<file path="src/rtl/led_scan_multi.sv">
// ---------------------------------------------------------------------------------------------
// led_scan_multi
//
// Multiplexed 7-segment scanner for DIGITS common-anode digits on one shared segment bus.
// Each digit owns a slot of SCAN_DIV clocks. The first BLANK_CYC clocks of a slot keep all
// anodes off so the previous digit cannot ghost. After that, the digit is lit for a
// brightness-dependent window. Inputs are sampled once per frame, so the display never
// shows a half-updated value.
//
// Ports:
//   clk         system clock
//   reset_n     asynchronous active-low reset
//   digits      hex code per digit, digit k = digits[4k+3:4k]
//   point       decimal point per digit, 1 = lit
//   blink_mask  1 = digit blinks with the shared blink phase
//   blank_mask  1 = digit forced dark
//   brightness  duty level, 0 = dimmest lit, 15 = full
//   ledCode     segments, active low, [7] = dp, [6:0] = gfedcba
//   an          anode selects, active low, at most one bit low
//   scan_idx    digit currently in its slot
//   frame_done  one-cycle pulse at the end of the last digit slot
// ---------------------------------------------------------------------------------------------
module led_scan_multi #(
   parameter int unsigned DIGITS       = 8,
   parameter int unsigned SCAN_DIV     = 50000,
   parameter int unsigned BLANK_CYC    = 500,
   parameter int unsigned BLINK_FRAMES = 128,
   parameter int unsigned IDX_W        = $clog2(DIGITS)
) (
   input  logic                  clk,
   input  logic                  reset_n,
   input  logic [4*DIGITS-1:0]   digits,
   input  logic [DIGITS-1:0]     point,
   input  logic [DIGITS-1:0]     blink_mask,
   input  logic [DIGITS-1:0]     blank_mask,
   input  logic [3:0]            brightness,
   output logic [7:0]            ledCode,
   output logic [DIGITS-1:0]     an,
   output logic [IDX_W-1:0]      scan_idx,
   output logic                  frame_done
);

   localparam int unsigned CNT_W   = $clog2(SCAN_DIV + 1);
   localparam int unsigned FRM_W   = (BLINK_FRAMES > 1) ? $clog2(BLINK_FRAMES) : 1;
   localparam int unsigned ACT_CYC = SCAN_DIV - BLANK_CYC;
   // End of the lit window for brightness 0; the reset value of the window register.
   localparam int unsigned ON_END_RST = BLANK_CYC + (ACT_CYC >> 4);

   // Slot / scan state
   logic [CNT_W-1:0]    cnt_q, cnt_d;
   logic [IDX_W-1:0]    idx_q, idx_d;
   logic                wrap_slot, wrap_frame;

   // Blink state
   logic [FRM_W-1:0]    frm_q;
   logic                phase_q;

   // Frame shadows. Brightness is kept only as the precomputed end of the lit window.
   logic                cap_q;
   logic [4*DIGITS-1:0] digits_sh_q;
   logic [DIGITS-1:0]   point_sh_q;
   logic [DIGITS-1:0]   blink_sh_q;
   logic [DIGITS-1:0]   blank_sh_q;
   logic [CNT_W-1:0]    on_end_q, on_end_d;

   // Output next-state
   logic [3:0]          cur_digit;
   logic                in_win, suppress, lit;
   logic [7:0]          led_d;
   logic [DIGITS-1:0]   an_d;

   function automatic logic [6:0] glyph(input logic [3:0] h);
      logic [6:0] g;
      unique case (h)
         4'h0: g = 7'h40;
         4'h1: g = 7'h79;
         4'h2: g = 7'h24;
         4'h3: g = 7'h30;
         4'h4: g = 7'h19;
         4'h5: g = 7'h12;
         4'h6: g = 7'h02;
         4'h7: g = 7'h78;
         4'h8: g = 7'h00;
         4'h9: g = 7'h10;
         4'hA: g = 7'h08;
         4'hB: g = 7'h03;
         4'hC: g = 7'h46;
         4'hD: g = 7'h21;
         4'hE: g = 7'h06;
         4'hF: g = 7'h0E;
      endcase
      return g;
   endfunction

   always_comb begin
      wrap_slot  = (cnt_q == CNT_W'(SCAN_DIV - 1));
      wrap_frame = wrap_slot && (idx_q == IDX_W'(DIGITS - 1));

      cnt_d = wrap_slot ? '0 : cnt_q + 1'b1;
      idx_d = idx_q;
      if (wrap_slot) begin
         idx_d = (idx_q == IDX_W'(DIGITS - 1)) ? '0 : idx_q + 1'b1;
      end

      // The multiply is by a constant and is only registered at frame capture, so it is
      // not part of the per-cycle compare path.
      on_end_d = CNT_W'(BLANK_CYC + ((ACT_CYC * (32'(brightness) + 32'd1)) >> 4));
   end

   always_comb begin
      cur_digit = digits_sh_q[4*idx_q +: 4];
      in_win    = (cnt_q >= CNT_W'(BLANK_CYC)) && (cnt_q < on_end_q);
      suppress  = blank_sh_q[idx_q] | (blink_sh_q[idx_q] & phase_q);
      lit       = in_win & ~suppress;

      an_d  = '1;
      led_d = 8'hFF;
      if (lit) begin
         an_d[idx_q] = 1'b0;
         led_d       = {~point_sh_q[idx_q], glyph(cur_digit)};
      end
   end

   // Scan counters and blink phase
   always_ff @(posedge clk or negedge reset_n) begin
      if (!reset_n) begin
         cnt_q   <= '0;
         idx_q   <= '0;
         frm_q   <= '0;
         phase_q <= 1'b0;
      end else begin
         cnt_q <= cnt_d;
         idx_q <= idx_d;
         if (wrap_frame) begin
            if (frm_q == FRM_W'(BLINK_FRAMES - 1)) begin
               frm_q   <= '0;
               phase_q <= ~phase_q;
            end else begin
               frm_q <= frm_q + 1'b1;
            end
         end
      end
   end

   // Frame-coherent capture: armed by reset and by the end of every frame, taken one
   // cycle later (inside the blanking interval of digit 0).
   always_ff @(posedge clk or negedge reset_n) begin
      if (!reset_n) begin
         cap_q       <= 1'b1;
         digits_sh_q <= '0;
         point_sh_q  <= '0;
         blink_sh_q  <= '0;
         blank_sh_q  <= '0;
         on_end_q    <= CNT_W'(ON_END_RST);
      end else begin
         cap_q <= wrap_frame;
         if (cap_q) begin
            digits_sh_q <= digits;
            point_sh_q  <= point;
            blink_sh_q  <= blink_mask;
            blank_sh_q  <= blank_mask;
            on_end_q    <= on_end_d;
         end
      end
   end

   // Registered outputs; an and ledCode always update on the same edge.
   always_ff @(posedge clk or negedge reset_n) begin
      if (!reset_n) begin
         an         <= '1;
         ledCode    <= 8'hFF;
         scan_idx   <= '0;
         frame_done <= 1'b0;
      end else begin
         an         <= an_d;
         ledCode    <= led_d;
         scan_idx   <= idx_q;
         frame_done <= wrap_frame;
      end
   end

endmodule

</file>
<file path="config.mk">
export PLATFORM = sky130hd
export DESIGN_NAME = led_scan_multi
export DESIGN_NICKNAME = d
export VERILOG_FILES = /design/src/rtl/led_scan_multi.sv
export SDC_FILE = /design/constraint.sdc
export NUM_CORES = 1
export LEC_CHECK = 0
export BUFFER_PORTS_ARGS = -buffer_cell sky130_fd_sc_hd__buf_2
export CAP_MARGIN = 5
export CORE_MARGIN = 1.5
export CORE_UTILIZATION = 40
export CTS_CLUSTER_SIZE = 30
export DETAILED_ROUTE_END_ITERATION = 8
export GPL_ROUTABILITY_DRIVEN = 0
export PLACE_DENSITY_LB_ADDON = 0.05
export SYNTH_ARGS = -nofsm -noshare
export SYNTH_HDL_FRONTEND = slang
export SYNTH_SLANG_ARGS = --single-unit
</file>
<file path="constraint.sdc">
create_clock -name clk -period 3.8 [get_ports clk]
set_clock_uncertainty 0.1 [all_clocks]
set_input_delay 0.19 -clock clk [delete_from_list [all_inputs] [get_ports clk]]
set_output_delay 0.19 -clock clk [all_outputs]
set_load 0.05 [all_outputs]
</file>
# Yosys cells after proc, flatten, opt, wreduce, memory -nomap -nowiden
# Memory sizes are Yosys's and may differ from the RTL's.
# Index checks and enable logic that the tools add are counted.
# word_totals
reg_bits,120
latchBits,0
ram_bits,0
rom_bits,112
output_inout_bits,20
elab_cells,53
memories,1
# classes
n_addsub,5
multipliers,1
div,0
n_lt_le_gt_ge,4
n_eq_ne,3
shift,1
n_mux,13
bitwise_logic,7
n_reduce_logical,4
# mem_list
name,words,word_bits,read_ports,rd_ports_with_merged_regs,wr,line,rtl
(no name shown),16,7,1,0,0,74,unique case (h)
# op_table
cell,count
$shiftx A32 B6 Y4,1
$mul A14 B5 Y18 const A,1
$add A16 B1 Y16 const B,1
$add A9 B16 Y16 const A,1
$eq A16 B16 Y1 const B,1
$ge A16 B9 Y1 const B,1
$lt A16 B16 Y1,1
$mux W16,1
$mux W8,2
$bmux W1 S3,3
$not A8 Y8,1
$add A7 B1 Y7 const B,1
$eq A7 B7 Y1 const B,1
$mux W7,1
$add A4 B1 Y5 const B,1
$lt A3 B4 Y1 const B,1
$mux W1,4
$add A3 B1 Y3 const B,1
$demux W1 S3,1
$eq A3 B3 Y1 const B,1
$ge A3 B1 Y1 const B,1
$logic_and A1 B1 Y1,3
$mux W3,1
$not A1 Y1,3
other kinds (3),4

# Logic depth before layout (Yosys ltp)
# depth
depth_word,7
ltp_mapped,19
ltp_nobuf,18

# Least setup slack after synthesis
# No wires, ideal clock.
# synth_path
path_type,input-to-reg
from,input brightness[0]
to,register on_end_q[14]
setup_time_ns,0.120
t_arrival_ns,4.396
t_required_ns,3.580
setup_slack_ns,-0.816
stages,17
path_cell_list,clkbuf_1 -> nand3_1 -> xnor2_1 -> fa_1 -> inv_1 -> ha_1 -> inv_1 -> fa_1 -> inv_1 -> ha_1 -> o21ai_1 -> o21ba_4 -> a2111oi_2 -> a311oi_1 -> or3_1 -> or3_1 -> a31o_1
# synth_via
elab_chain_len,3
# synth_lines
item,line,rtl
"start, declared",36,"input logic [3:0] brightness,"
$add A4 B1 Y5,107,on_end_d = CNT_W'(BLANK_CYC + ((ACT_CYC * (32'(brightness) + 32'd1)) >> 4));
$mul A14 B5 Y18,107,
$add A9 B16 Y16,107,
"end signal, assigned",154,on_end_q <= CNT_W'(ON_END_RST);
"end signal, assigned",162,on_end_q <= on_end_d;
"end, declared",64,"logic [CNT_W-1:0] on_end_q, on_end_d;"
# No other way between the ends.
# A chain may end at the register's enable or synchronous reset.

# Worst setup path after layout
# layout_path
from,input brightness[1]
to,register on_end_q[11]
# Same word-level chain as after synthesis.

==> metrics.md <==
| Metric | Value |
|---|---|
| Worst vdd ir | approximately 360 uV |
| Worst Path Required | 4030 ps |
| Hold_ws | 211.4 ps |
| Slowest stage cell, crit path | fa_1 |
| Post-synth EDFFs | 0 |
| Synthesized netlist cell count | 656 |
| R2r endpoint | ledCode[3] |
| Crit path capture | on_end_q[11] |
| Switching pwr | roughly 1.3 mW |
| CP max FO | 5 |
| Largest net degree at the start of global routing | 74 |
| Via Count | 5571 |
| Routed Antenna Nets | 0 |
| Total grt overflow | 0 |
| Complex-gate fraction of the synthesized area | 11.75% |
| Run status | complete, but fails checks |
| Xor-xnor portion of the synthesized cell area | under 10% |
| Synth Area in Simple Gates | 12.07% |
| Dpl cells | 1000 |
| CP Cell Sequence | buf_8, ha_4, xor2_4, inv_2, fa_1, inv_1, ha_1, inv_2, fa_1, inv_2, ha_4, o21ai_4, o21ba_4, nand2_1, a211o_1, o41a_1, or3_1, a31oi_1 |
| Worst EP arrival | between 4000 and 5000 ps |
| Row count | 48 |
| Max clock buf depth | 2 |
| Power per cell area | 439.3 mW/mm2 |
| Main flop type after synthesis | dfrtp_1 |
| Total die area | between 0.015 and 0.02 mm2 |
| Residual DRC | 0 |
| Clock root buffer | clkbuf_16 |
| Layout cells sized above 1 | 37.64% |
| Leakage power total | 4.666 nW |
| CP startpoint kind | input port |
| Num Clock Sinks | 120 |
| RSZ-0062 raised after global routing | true |
| Flop pwr share | between 20% and 30% |
| Seq/Total Area, Yosys | 42.91% |
| Area Overhead vs Synth | 39.00% |
| Detail Placement HPWL | 11950 um |
| Warnings, synthesis | 0 |
| Via density per instance | 5.069 |
| Num CTS Buffers | 17 |
| PortBufs | between 80 and 90 |
| H-tree Lvls | 4 |
| CP peak stage delay | 530 ps |
| Hold Startpoint | brightness[3] |
| R2R Setup Slk | 800 ps |
| Std-Cell Core Area | 0.01730 mm2 |
| DIE WIDTH | 135.9 um |
| Distinct cells, synth | 73 |
| Synth Area in Adders | a little under an eighth |
| Die H | 135.9 um |
| Commonest non-fill, non-tap cell in the layout | dfrtp_1 |
| CP Launch Point | brightness[1] |
| CP most frequent cell | inv_2 |
| Hold/Removal Path Class | in -> reg |
| Mean Syn Cell Area | about 11 um2 |
| Pre-CTS WS | -675.3 ps |
| Initial antenna violation count | 0 |
| Nets@finish | roughly 990 |
| Comb pwr share | roughly 33% |
| Worst-Skew Late Latency | 410 ps |
| R2r startpoint | idx_q[2] |
| Clock slew at reported path FFs | 50 ps |
| Final WS setup | -49.29 ps |
| Fin. max-slew vios | 0 |
| Period Utilization, post-route | 101.3% |
| Max_slew headroom | roughly 37% |
| Number of diodes | 0 |
| Syn Std Cell Area | 0.007062 mm2 |
| Non-Filler Instances | 1099 |
| Crit Path Category | in -> reg |
| Register bit total from synthesis | 120 |
| Max_cap viols | 0 |
| Design Area, Final | 0.009816 mm2 |
| Worst R2R Path Depth | 7 |
| Peak Freq | 259.8 MHz |
| CTS tree | yes |
| GRT Total Usage | ~20% |
| PnR Total Power | 4.312 mW |
| Avg WL per Cell | 15.28 um |
| Slew at the pin closest to its max-slew limit | approximately 930 ps |
| Minimum clock period | 3849 ps |
| Switching Share | ~29% |
| Mux share of post-synthesis cell area | 13.39% |
| Final hold violation count | 0 |
| Violated checks | negative setup slack |
| IO Pins | 82 |
| DRT Pass-1 Iters | 4 |
| Largest family of logic cells by synthesized area | multiplexers |
| Post-layout util | 56.75% |
| Post-Route WL | roughly 17000 um |
| Starting DRT DRC Count | 224 |
| Synth async-reset ratio | 100.0% |
| Setup tns final | -183.4 ps |
| CP endpoint kind | register |
| P_int | 3.040 mW |
| Number of global-route vias before repair | between 5000 and 6000 |
| Most frequent cells in the layout | dfrtp_1 (98), buf_2 (77), buf_4 (76) |
| First-pass GRT wire length | 28040 um |
| Final setup vio count | 5 |
| Syn Nets | between 700 and 800 |
| Dpl cell area | 0.008294 mm2 |
| Starting density of the core | 40.83% |
| Clock network fraction of total power | approximately 37% |
-- timing repair --
item                                   CTS  global route
pin swaps                               15            19
hold buffers                            57             0
setup endpoints to repair                7             8
resized for setup                       23            30
buffers inserted                         3             8
endpoints found under the hold margin  113             0
-- kinds of logic after synthesis --
| logic type | Yosys count |
|---|---|
| xor+xnor | 33 |
| compound gates | 118 |
| fa+ha+maj | 62 |
| simple gates | 170 |
| buf+inv | 75 |
| mux | 78 |
| flops | 120 |
-- routing by layer --
metal	global-route usage, %	wire length (um)
met1	25.68	7817
met2	31.90	8101
met3	4.362	567
met4	6.797	303
met5	0	0
-- worst min path at each step --
stage | to | depth (start not counted)
2_1_floorplan | blank_sh_q[0] | 0
3_3_place_gp | point_sh_q[0] | 1
3_5_place_dp | point_sh_q[0] | 1
4_1_cts | on_end_q[1] | 4
5_1_grt | on_end_q[1] | 4
6_report | on_end_q[1] | 4
-- critical path, delay by kind of cell --
family	cells	cell delay, ps
and+or+nand+nor	2	390
buffers and inverters	5	280
xor gates and xnor gates	1	140
adders and majority gates	5	1730
AOI/OAI and AO/OA	5	1360
-- power by group through the flow --
| stage | sequential, mW | clock, mW | combinational (mW) |
|---|---|---|---|
| 3_5_place_dp | 1.30 | 0 | 1.06 |
| 5_1_grt | 1.28 | 1.68 | 1.56 |
| 3_3_place_gp | 1.30 | 0 | 1.06 |
| 4_1_cts | 1.28 | 1.63 | 1.22 |
| 2_1_floorplan | 1.30 | 0 | 0.656 |
| 6_report | 1.28 | 1.59 | 1.44 |
-- synth_stat cells (all sizes together), types with 3 or more instances --
| master | count | area, um2 |
|---|---|---|
| nand3b | 4 | 30.03 |
| o221ai | 4 | 35.03 |
| dfrtp | 98 | 2452 |
| and2 | 4 | 25.02 |
| clkbuf | 17 | 63.81 |
| inv | 45 | 168.9 |
| dfstp | 22 | 578.1 |
| nor4 | 4 | 25.02 |
| buf | 12 | 57.55 |
| o21ai | 35 | 175.2 |
| nor3 | 7 | 35.03 |
| mux4 | 7 | 157.7 |
| o31ai | 4 | 30.03 |
| xnor2 | 24 | 210.2 |
| a211o | 3 | 27.53 |
| a21oi | 18 | 90.09 |
| a22oi | 3 | 22.52 |
| nor2b | 3 | 18.77 |
| nor3b | 3 | 22.52 |
| a211oi | 4 | 42.54 |
| o41ai | 3 | 33.79 |
| nand2b | 8 | 50.05 |
| a31oi | 3 | 18.77 |
| and3 | 5 | 31.28 |
| nand3 | 21 | 105.1 |
| or2 | 5 | 31.28 |
| nor2 | 45 | 168.9 |
| xor2 | 9 | 78.83 |
| mux2 | 62 | 698.2 |
| mux2i | 9 | 90.09 |
| nand2 | 37 | 138.9 |
| o211ai | 7 | 52.55 |
| a21o | 7 | 53.80 |
| or3 | 6 | 37.54 |
| nand4 | 9 | 56.30 |
| fa | 6 | 120.1 |
| ha | 56 | 700.7 |
-- registers in the layout, indices dropped and copies added (netlist names) --
register and flops:
digits_sh_q 32, cnt_q 16, on_end_q 16, an 8, blank_sh_q 8, blink_sh_q 8, ledCode 8, point_sh_q 8
frm_q 7, idx_q 3, scan_idx 3, cap_q 1, frame_done 1, phase_q 1
-- final cells by class --
type / count / area [um2]
Clock buffer: 22 / 454.2
Clock inverter: 10 / 127.6
Fill cell: 1538 / 7481
Inverter: 46 / 172.7
Multi-Input combinational cell: 461 / 4146
Sequential cell: 120 / 3034
Tap cell: 225 / 281.5
Timing Repair Buffer: 215 / 1599
Note: power is estimated with default switching activity, not from simulation.
